**config.mk**
```make
export PLATFORM = sky130hd
export DESIGN_NAME = execute_md_stage
export DESIGN_NICKNAME = d
export VERILOG_FILES = /design/src/rtl/execute_md_stage.sv
export SDC_FILE = /design/constraint.sdc
export NUM_CORES = 2
export LEC_CHECK = 0
export ABC_AREA = 1
export BUFFER_PORTS_ARGS = -buffer_cell sky130_fd_sc_hd__buf_2
export CAP_MARGIN = 5
export CORE_MARGIN = 2
export CORE_UTILIZATION = 27
export CTS_BUF_LIST = sky130_fd_sc_hd__clkbuf_2 sky130_fd_sc_hd__clkbuf_4 sky130_fd_sc_hd__clkbuf_8
export DETAILED_ROUTE_END_ITERATION = 10
export GPL_TIMING_DRIVEN = 0
export MAX_ROUTING_LAYER = met4
export PLACE_DENSITY = 0.41
export SETUP_SLACK_MARGIN = 0.1
export SLEW_MARGIN = 10
export SYNTH_ARGS = -nofsm -noshare
export SYNTH_HDL_FRONTEND = slang
export SYNTH_SLANG_ARGS = --single-unit
export TNS_END_PERCENT = 10
```
**constraint.sdc**
```tcl
create_clock -name clock -period 4 [get_ports clock]
set_clock_uncertainty 0.2 [all_clocks]
set_input_delay 0.2 -clock clock [delete_from_list [all_inputs] [get_ports clock]]
set_output_delay 0.2 -clock clock [all_outputs]
set_load 0.03 [all_outputs]
```
**src/rtl/execute_md_stage.sv**
```systemverilog
// execute_md_stage: EX stage of a 5-stage MIPS pipeline with the EX/MEM register,
// operand forwarding, an extended ALU and an iterative multiply/divide unit with
// HI/LO registers.
// Ports:
//   clock, reset        - rising-edge clock, synchronous active-high reset
//   ip_flush            - turn the current EX instruction into a bubble, abort mul/div
//   ip_* operands       - rs/rt/immediate, forward sources (MEM, WB) and selects FA/FB
//   ip_* controls       - ALU_op, ALU_src, RegDst and pass-through memory/writeback controls
//   op_stall            - combinational; upstream holds PC and ID/EX while high
//   op_md_busy          - mul/div FSM not idle
//   op_md_state         - debug view of the mul/div FSM state
//   op_* EX/MEM outputs - registered result, store data, branch target, dest reg, controls
//   op_overflow         - signed-overflow trap flag
// Build option: define OVERFLOW_TRAP_EN to trap signed overflow on add/sub
// (funct 20/22 and ALU_op=00); otherwise op_overflow is 0 and arithmetic wraps.
// Handshake: there is no valid/ready pair; op_stall high means "the instruction in
// EX has not finished, hold it". Each cycle in which op_stall or ip_flush is high,
// or the instruction is a mul/div, a bubble (all zeros) is loaded into EX/MEM.
module execute_md_stage #(
  parameter int DATA_W = 32,
  parameter int PC_W   = 10,
  parameter int REG_AW = 5
) (
  input  logic                      clock,
  input  logic                      reset,
  input  logic                      ip_flush,
  input  logic [5:0]                ip_function_opcode,
  input  logic [$clog2(DATA_W)-1:0] ip_shamt,
  input  logic [PC_W-1:0]           ip_PC_plus_4,
  input  logic [DATA_W-1:0]         ip_read_data_1,
  input  logic [DATA_W-1:0]         ip_read_data_2,
  input  logic [DATA_W-1:0]         ip_immediate,
  input  logic [REG_AW-1:0]         ip_dest_reg_R_type,
  input  logic [REG_AW-1:0]         ip_dest_reg_I_type,
  input  logic [1:0]                ip_ALU_op,
  input  logic                      ip_ALU_src,
  input  logic                      ip_RegDst,
  input  logic                      ip_MemtoReg,
  input  logic                      ip_RegWrite,
  input  logic                      ip_read_en,
  input  logic                      ip_write_en,
  input  logic                      ip_branch,
  input  logic [DATA_W-1:0]         ip_ALU_result_MEM,
  input  logic [DATA_W-1:0]         ip_read_data_WB,
  input  logic [1:0]                ip_FA,
  input  logic [1:0]                ip_FB,
  output logic                      op_stall,
  output logic                      op_md_busy,
  output logic [1:0]                op_md_state,
  output logic                      op_zero,
  output logic                      op_MemtoReg,
  output logic                      op_RegWrite,
  output logic                      op_read_en,
  output logic                      op_write_en,
  output logic                      op_branch,
  output logic [DATA_W-1:0]         op_ALU_result,
  output logic [DATA_W-1:0]         op_memory_write_data,
  output logic [PC_W-1:0]           op_Add_result,
  output logic [REG_AW-1:0]         op_dest_reg,
  output logic                      op_overflow
);
  localparam int CNT_W = $clog2(DATA_W);
  localparam logic [CNT_W-1:0] CNT_LAST = CNT_W'(DATA_W - 1);

  typedef enum logic [1:0] {MD_IDLE = 2'd0, MD_BUSY = 2'd1, MD_DONE = 2'd2} md_state_t;

  md_state_t          state_q, state_d;
  logic [CNT_W-1:0]   cnt_q, cnt_d;
  logic               div_q, div_d, sa_q, sa_d, sb_q, sb_d;
  logic [DATA_W-1:0]  acc_hi_q, acc_hi_d, acc_lo_q, acc_lo_d, dvsr_q, dvsr_d;
  logic [DATA_W-1:0]  hi_q, hi_d, lo_q, lo_d;
  logic [DATA_W-1:0]  alu_q, alu_d, wdata_q, wdata_d;
  logic [PC_W-1:0]    add_q, add_d;
  logic [REG_AW-1:0]  dest_q, dest_d;
  logic               zero_q, zero_d, m2r_q, m2r_d, rw_q, rw_d;
  logic               rd_q, rd_d, wr_q, wr_d, br_q, br_d;

  logic [DATA_W-1:0]  a, b_fwd, b, sum, diff, res;
  logic               is_md, md_signed, sa, sb, stall, bubble, trap;
  logic [DATA_W-1:0]  mag_a, mag_b;

  always_comb begin
    case (ip_FA)
      2'b10:   a = ip_ALU_result_MEM;
      2'b01:   a = ip_read_data_WB;
      default: a = ip_read_data_1;
    endcase
    case (ip_FB)
      2'b10:   b_fwd = ip_ALU_result_MEM;
      2'b01:   b_fwd = ip_read_data_WB;
      default: b_fwd = ip_read_data_2;
    endcase
  end

  // Immediate select sits after the forwarding mux so stores keep the forwarded rt.
  assign b    = ip_ALU_src ? ip_immediate : b_fwd;
  assign sum  = a + b;
  assign diff = a - b;

  assign is_md     = (ip_ALU_op == 2'b10) && (ip_function_opcode[5:2] == 4'b0110);
  assign md_signed = ~ip_function_opcode[0];
  assign sa        = md_signed & a[DATA_W-1];
  assign sb        = md_signed & b_fwd[DATA_W-1];
  assign mag_a     = sa ? -a : a;
  assign mag_b     = sb ? -b_fwd : b_fwd;

  always_comb begin
    res = '0;
    case (ip_ALU_op)
      2'b00: res = sum;
      2'b01: res = diff;
      2'b11: res = b;
      default: begin
        case (ip_function_opcode)
          6'h20, 6'h21: res = sum;
          6'h22, 6'h23: res = diff;
          6'h24: res = a & b;
          6'h25: res = a | b;
          6'h26: res = a ^ b;
          6'h27: res = ~(a | b);
          6'h2A: res = {{(DATA_W-1){1'b0}}, ($signed(a) < $signed(b))};
          6'h2B: res = {{(DATA_W-1){1'b0}}, (a < b)};
          6'h00: res = b_fwd << ip_shamt;
          6'h02: res = b_fwd >> ip_shamt;
          6'h03: res = $unsigned($signed(b_fwd) >>> ip_shamt);
          6'h10: res = hi_q;
          6'h12: res = lo_q;
          default: res = '0;
        endcase
      end
    endcase
  end

`ifdef OVERFLOW_TRAP_EN
  logic ovf_q, ovf_d, add_chk, sub_chk;
  assign add_chk = (ip_ALU_op == 2'b00) ||
                   ((ip_ALU_op == 2'b10) && (ip_function_opcode == 6'h20));
  assign sub_chk = (ip_ALU_op == 2'b10) && (ip_function_opcode == 6'h22);
  always_comb begin
    ovf_d = 1'b0;
    if (!bubble) begin
      if (add_chk)
        ovf_d = (a[DATA_W-1] == b[DATA_W-1]) && (sum[DATA_W-1] != a[DATA_W-1]);
      else if (sub_chk)
        ovf_d = (a[DATA_W-1] != b[DATA_W-1]) && (diff[DATA_W-1] != a[DATA_W-1]);
    end
  end
  always_ff @(posedge clock) begin
    if (reset) ovf_q <= 1'b0;
    else       ovf_q <= ovf_d;
  end
  assign trap        = ovf_d;
  assign op_overflow = ovf_q;
`else
  assign trap        = 1'b0;
  assign op_overflow = 1'b0;
`endif

  // Mul/div datapath, one iteration per BUSY cycle.
  // Multiply: acc_lo holds the multiplier, dvsr the multiplicand; shift-add right.
  // Divide: acc_lo holds the dividend/quotient, acc_hi the partial remainder.
  logic [DATA_W:0]     m_sum, shifted;
  logic [DATA_W-1:0]   step_hi, step_lo, rem_sub;
  logic [2*DATA_W-1:0] prod;
  logic                borrow;

  assign m_sum   = {1'b0, acc_hi_q} + (acc_lo_q[0] ? {1'b0, dvsr_q} : '0);
  assign shifted = {acc_hi_q, acc_lo_q[DATA_W-1]};
  assign borrow  = shifted < {1'b0, dvsr_q};
  assign rem_sub = shifted[DATA_W-1:0] - dvsr_q;

  always_comb begin
    if (div_q) begin
      step_hi = borrow ? shifted[DATA_W-1:0] : rem_sub;
      step_lo = {acc_lo_q[DATA_W-2:0], ~borrow};
    end else begin
      step_hi = m_sum[DATA_W:1];
      step_lo = {m_sum[0], acc_lo_q[DATA_W-1:1]};
    end
    prod = (sa_q ^ sb_q) ? -{step_hi, step_lo} : {step_hi, step_lo};
  end

  assign stall  = ~reset & ~ip_flush &
                  (((state_q == MD_IDLE) & is_md) | (state_q == MD_BUSY));
  assign bubble = ip_flush | stall | is_md;

  always_comb begin
    state_d  = state_q;
    cnt_d    = cnt_q;
    div_d    = div_q;
    sa_d     = sa_q;
    sb_d     = sb_q;
    acc_hi_d = acc_hi_q;
    acc_lo_d = acc_lo_q;
    dvsr_d   = dvsr_q;
    hi_d     = hi_q;
    lo_d     = lo_q;
    case (state_q)
      MD_IDLE: begin
        if (is_md && !ip_flush) begin
          state_d  = MD_BUSY;
          cnt_d    = '0;
          div_d    = ip_function_opcode[1];
          sa_d     = sa;
          sb_d     = sb;
          acc_hi_d = '0;
          acc_lo_d = ip_function_opcode[1] ? mag_a : mag_b;
          dvsr_d   = ip_function_opcode[1] ? mag_b : mag_a;
        end
      end
      MD_BUSY: begin
        if (ip_flush) begin
          state_d = MD_IDLE;
        end else begin
          acc_hi_d = step_hi;
          acc_lo_d = step_lo;
          cnt_d    = cnt_q + 1'b1;
          if (cnt_q == CNT_LAST) begin
            state_d = MD_DONE;
            if (div_q) begin
              // Divide by zero: all-ones quotient; remainder ends as the dividend.
              lo_d = (dvsr_q == '0) ? '1 : ((sa_q ^ sb_q) ? -step_lo : step_lo);
              hi_d = sa_q ? -step_hi : step_hi;
            end else begin
              hi_d = prod[2*DATA_W-1:DATA_W];
              lo_d = prod[DATA_W-1:0];
            end
          end
        end
      end
      default: state_d = MD_IDLE;
    endcase
  end

  always_comb begin
    alu_d   = bubble ? '0 : res;
    wdata_d = bubble ? '0 : b_fwd;
    zero_d  = ~bubble & (res == '0);
    add_d   = bubble ? '0 : ip_PC_plus_4 + {ip_immediate[PC_W-3:0], 2'b00};
    dest_d  = bubble ? '0 : (ip_RegDst ? ip_dest_reg_R_type : ip_dest_reg_I_type);
    m2r_d   = ~bubble & ip_MemtoReg;
    rw_d    = ~bubble & ip_RegWrite & ~trap;
    rd_d    = ~bubble & ip_read_en;
    wr_d    = ~bubble & ip_write_en;
    br_d    = ~bubble & ip_branch;
  end

  always_ff @(posedge clock) begin
    if (reset) begin
      state_q <= MD_IDLE;  cnt_q <= '0;     div_q <= 1'b0;
      sa_q <= 1'b0;        sb_q <= 1'b0;    acc_hi_q <= '0;
      acc_lo_q <= '0;      dvsr_q <= '0;    hi_q <= '0;
      lo_q <= '0;          alu_q <= '0;     wdata_q <= '0;
      add_q <= '0;         dest_q <= '0;    zero_q <= 1'b0;
      m2r_q <= 1'b0;       rw_q <= 1'b0;    rd_q <= 1'b0;
      wr_q <= 1'b0;        br_q <= 1'b0;
    end else begin
      state_q <= state_d;  cnt_q <= cnt_d;  div_q <= div_d;
      sa_q <= sa_d;        sb_q <= sb_d;    acc_hi_q <= acc_hi_d;
      acc_lo_q <= acc_lo_d; dvsr_q <= dvsr_d; hi_q <= hi_d;
      lo_q <= lo_d;        alu_q <= alu_d;  wdata_q <= wdata_d;
      add_q <= add_d;      dest_q <= dest_d; zero_q <= zero_d;
      m2r_q <= m2r_d;      rw_q <= rw_d;    rd_q <= rd_d;
      wr_q <= wr_d;        br_q <= br_d;
    end
  end

  assign op_stall             = stall;
  assign op_md_busy           = (state_q != MD_IDLE);
  assign op_md_state          = state_q;
  assign op_zero              = zero_q;
  assign op_MemtoReg          = m2r_q;
  assign op_RegWrite          = rw_q;
  assign op_read_en           = rd_q;
  assign op_write_en          = wr_q;
  assign op_branch            = br_q;
  assign op_ALU_result        = alu_q;
  assign op_memory_write_data = wdata_q;
  assign op_Add_result        = add_q;
  assign op_dest_reg          = dest_q;

endmodule
```
==> Word-level counts from Yosys, hierarchy flattened <==
Index checks and enable logic that the tools add are counted.
{ "word_totals": {"out_inout_bits": 90, "regBits": 255, "word_cells": 138, "inputBits": 207} }
{ "op_classes": {"eq_ne": 27, "shift": 3, "n_mux": 33, "n_addsub": 11, "n_bitwise": 24, "order_cmp": 3, "n_reduce_logical": 17} }
{ "ops": {"columns": ["cell", "n"], "rows": [
  ["2-to-1 mux 32 bit", 18],
  ["case mux 32 bit (13 select lines)", 1],
  ["case mux 32 bit (2 select lines)", 4],
  ["negation 32 bit", 4],
  ["case mux 32 bit (3 select lines)", 1],
  ["logical NOT 32 bit", 2],
  ["less-than comparator 32 bit", 2],
  ["2-to-1 mux 64 bit", 1],
  ["negation 64 bit", 1],
  ["subtractor 32 bit", 2],
  ["== test 6 bit, second input constant", 10],
  ["adder 32 x 32 -> 33 bit", 1],
  ["less-than comparator 33 x 32 -> 1 bit", 1],
  ["adder 32 bit", 1],
  ["bitwise AND 32 bit", 1],
  ["inverter 32 bit", 1],
  ["bitwise OR 32 bit", 1],
  ["left shift 32 x 5 -> 32 bit", 1],
  ["right shift 32 x 5 -> 32 bit", 1],
  [">>> shifter 32 x 5 -> 32 bit", 1],
  ["XOR 32 bit", 1],
  ["2-to-1 mux 5 bit", 3],
  ["== test 6 x 2 -> 1 bit, second input constant", 2],
  ["== test 6 x 5 -> 1 bit, second input constant", 2],
  ["other kinds (24)", 55]
]} }

==> Longest topological paths before layout <==
{ "depth": {"depth_word": 9, "mapped_depth": 33} }

==> Worst setup path after synthesis <==
Ideal clock, no wire load.
{ "synth_path": {"path_kind": "input to register", "from": "input ip_FA[0]", "to": "register zero_q (netlist: op_zero)", "slack_ns": -0.024, "required_time_ns": 3.736, "cell_stages": 24, "arrival_time_ns": 3.760, "setup_time_ns": 0.064, "cell_sequence": "inv_1 > ha_1 > inv_2 > buf_6 > buf_6 > buf_6 > buf_2 > o21ai_0 > inv_1 > ha_1 > clkbuf_1 > inv_1 > a21oi_1 > o21ai_0 > nor2_1 > a21boi_0 > nand3_1 > nand3_1 > o21ai_0 > a31oi_1 > nand2_1 > nor3_1 > nand3_1 > nor2_1"} }
{ "synth_between": {"elab_chain_len": 8, "elab_cells_between_ends": 15, "classes_between": "add/sub (2); order compare (2); eq/ne (2); mux (3); bitwise (5); reduce/logical (1)"} }
{ "synth_rtl": {"columns": ["element", "line", "text"], "rows": [
  ["start: declaration", "45", "input logic [1:0] ip_FA,"],
  ["== test 2 x 1 -> 1 bit / == test 2 bit (equally long branches)", "83", "case (ip_FA)"],
  ["case mux 32 bit (2 select lines) *", "83", null],
  ["branches (longest 3 deep; another with subtractor 32 bit)", null, null],
  ["case mux 32 bit (3 select lines) *", "109", "case (ip_ALU_op)"],
  ["logical NOT 32 bit *", "238", "zero_d = ~bubble & (res == '0);"],
  ["bitwise AND 1 bit *", "238", null],
  ["end signal: assignment", "254", "add_q <= '0; dest_q <= '0; zero_q <= 1'b0;"],
  ["end signal: assignment", "262", "add_q <= add_d; dest_q <= dest_d; zero_q <= zero_d;"],
  ["end: declaration", "75", "logic zero_q, zero_d, m2r_q, m2r_d, rw_q, rw_d;"]
]} }
Mark *: on every way between the ends.
A chain may end at the register's enable or synchronous reset.

==> Worst setup path after layout <==
{ "layout_path": {"from": "input ip_FB[0]", "to": "register zero_q (netlist: op_zero)"} }
{ "layout_between": {"elab_chain_len": 9, "elab_cells_between_ends": 19, "classes_between": "add/sub (2); order compare (2); eq/ne (2); shift (3); mux (4); bitwise (5); reduce/logical (1)"} }
{ "layout_rtl": {"columns": ["element", "line", "text"], "rows": [
  ["start: declaration", "46", "input logic [1:0] ip_FB,"],
  ["== test 2 x 1 -> 1 bit / == test 2 bit (equally long branches)", "88", "case (ip_FB)"],
  ["case mux 32 bit (2 select lines) *", "88", null],
  ["branches (longest 4 deep; another with subtractor 32 bit)", null, null],
  ["case mux 32 bit (3 select lines) *", "109", null],
  ["logical NOT 32 bit *", "238", null],
  ["bitwise AND 1 bit *", "238", null]
]} }
Marks and branches as above.

==> flow_summary.ini <==
[floorplanning]
num_rows = 126
die_h_um = 349.4
chipWidth_um = 349.4
io_pins = 297
coreArea_um2 = 118200
dieArea_um2 = 122100
start_util = 0.2724

[clock_network]
htreeDepth = 2
cts_tree = built
clockRootBuffer = clkbuf_8
numCtsBuffers = 54
clock_latency_ns = 0.74
cts_sinks = 255
cts_max_path_buffers = 3
clk_pin_slew_ns = 0.09

[place]
dp_slack_ns = -2.485
io_buffers = 288
hpwl_mm = 182.9
place_congestion = 1.075

[worst_setup_path]
required_ns = 4.42
critical_path_class = in -> reg
crit_arrival_ns = 4.48
reg2reg_depth = 29
reg2reg_to = hi_q[30]$_SDFFE_PP0P_
ff2ff_setup_slack_ns = 0.05
setup.worst_path.end_class = register
r2r-start = dvsr_q[20]$_SDFFE_PP0P_
worst_setup_path_start_kind = input port
crit_fanout = 10

[routing]
drt-total-wl_mm = 223.1
drc_errors = 0
top_layer_used = met4
drt_first_iter_violations = 4347
wl_met2_mm = 99.58
vias = 43330
dr.pass1.iters = 7
drt-met1-wl_mm = 91.24
vias_per_cell = 5.446
postRouteAntennaNets = 0
route.met3.wl_mm = 16.84
wire_per_inst_um = 28.04

[grt]
grt_start_max_net_pins = 17
antenna_found_initial = 9
grt-ovfl-total = 0
grt_pass1_wl_mm = 307.5
grt.total_usage = 0.3629
grt_pass1_vias = 40850

[timing]
rsz0062_at_grt = true
worstMarginPinSlew_ns = 1.191
setup_tns_ns = -0.05465
period_needed_ns = 4.055
fmax_ghz = 0.2466
hold_ws_ns = 0.03647
slew_violations = 0
fin_ws_ns = -0.05465
slew_headroom = 0.2032
setup_viol = 1
period_share = 1.014
final_hold_viol_count = 0

[outcome]
violations = setup timing
status = complete, but fails checks

[power_and_ir_drop]
vdd_drop_max_mv = 0.2417
power_density_nw_per_um2 = 281.8
p_total_mw = 11.95
power_leakage_nw = 20.66

[finish]
final_common_cell = nand2_1
drive_gt1_frac = 0.2096
syn_to_final_growth_pct = 31.65
layout_common_cells = 1637 x nand2_1, 642 x inv_1, 611 x nand3_1
fin_util = 0.3586
nets = 6759

[worst_hold_path]
hp-start = ip_immediate[1]
min_delay_path_depth = 5
hold_class = in -> reg
holdPathEnd = op_Add_result[4]$_SDFF_PP0_

[synthesis]
synth_edf_count = 0
synth_ff_type = dfxtp_1
async_reset_ff_frac = 0
synth.avg_cell_area_um2 = 5.595
netlist-cell-type-count = 69
syn_area_um2 = 32200
yosysWarnings = 0
synth_nets = 6145
ys_ff_latch = 255
postSynthCellCount = 5756
ys_seq_area_frac = 0.1585

[job]
maxCapViolCount = 0
==> synthesized netlist by cell type, drive strengths merged (19+ instances only) <==
library cell / n / area, µm²
a31oi: 34 / 212.7
nor2: 564 / 2285
nand4: 58 / 402.9
nor3: 61 / 325.3
o211ai: 40 / 300.3
nand3b: 22 / 168.9
xor2: 110 / 963.4
a22o: 29 / 254.0
buf: 117 / 679.4
o21ai: 396 / 2083
a22oi: 19 / 142.6
o22ai: 23 / 143.9
clkbuf: 140 / 526.8
nand3: 663 / 3428
dfxtp: 255 / 5105
ha: 177 / 2215
a221oi: 22 / 192.7
nand2: 1764 / 6782
a21oi: 344 / 1733
o221ai: 30 / 262.8
or2: 41 / 256.5
inv: 722 / 2710
==> metal layers <==
metal | GRT usage | vias to the layer above
met5 | - | -
met4 | 0.2001 | 0
met3 | 0.05416 | 527
met2 | 0.5792 | 2087
met1 | 0.4378 | 20640
li1 | - | 20080
==> cell type report <==
type	count	area [µm²]
fillers	13430	75840
multi-input cells	4516	25900
flip-flops and latches	255	5236
repair buffers	566	3974
inverters	727	2809
well taps	1536	1922
plain buffers	249	1321
clock buffers	80	1007
clock inverters	17	191.4
diodes	10	25.02
repair inverters	1	6.256
==> cell families after synthesis <==
logic type	Yosys count	synth area share
muxes	4	0.001243
xor gates and xnor gates	127	0.03454
adders and majority gates	182	0.07188
buffers and inverters	985	0.1225
and+or+nand+nor	3197	0.4285
DFF	255	0.1585
other	1	0.0001164
AOI/OAI and AO/OA	1005	0.1827
==> per-stage QoR <==
stage / instance area (µm²) / cells
CTS: 40210 / 7844
floorplan: 32200 / 5756
finish: 42400 / 7957
global route: 42390 / 7956
global placement: 35570 / 7580
detailed placement: 35710 / 7595
==> how the worst max path moves through the flow <==
stage | start | to | slack (ns) | cells after the start
after floorplan | ip_FA[0] | op_zero$_SDFF_PP0_ | 0.12 | 24
after global placement | ip_FA[0] | op_zero$_SDFF_PP0_ | -3.28 | 26
after detailed placement | ip_FB[0] | op_zero$_SDFF_PP0_ | -2.49 | 29
after CTS | ip_FB[0] | op_zero$_SDFF_PP0_ | -0.07 | 29
after global routing | dvsr_q[20]$_SDFFE_PP0P_ | hi_q[14]$_SDFFE_PP0P_ | -0.11 | 27
final | ip_FB[0] | op_zero$_SDFF_PP0_ | -0.05 | 26
==> where the power goes <==
part,switching (mW),internal (mW),total [mW]
Sequential,0.0206,2.59,2.61
Clock,1.43,1.82,3.25
Combinational,4.24,1.85,6.09
==> critical path, cell delays in order <==
cell      delay [ns]
buf_2           0.10
inv_1           0.06
ha_4            0.30
clkinv_4        0.11
buf_8           0.17
buf_6           0.17
nand3_1         0.13
o21ai_4         0.16
o21ai_4         0.35
inv_2           0.12
ha_4            0.35
nand2_1         0.15
inv_1           0.11
nand2_2         0.11
nor2_4          0.21
nand4_1         0.11
nand3_1         0.16
xor2_1          0.24
nor2_1          0.08
nor2_2          0.22
nand4_1         0.14
a21oi_2         0.23
nand3_1         0.13
nor2_1          0.12
nand3_1         0.09
nor2_2          0.12
==> repair_timing <==
item / CTS / global route
endpoints found under the hold margin: 68 / 1
gates resized for setup: 463 / 371
buffers inserted: 44 / 100
cloned: 0 / 2
pin swaps: 46 / 133
endpoints found under the setup margin: 85 / 84
hold buffers: 117 / 1
No activity file was read; power rests on OpenSTA's default activity.
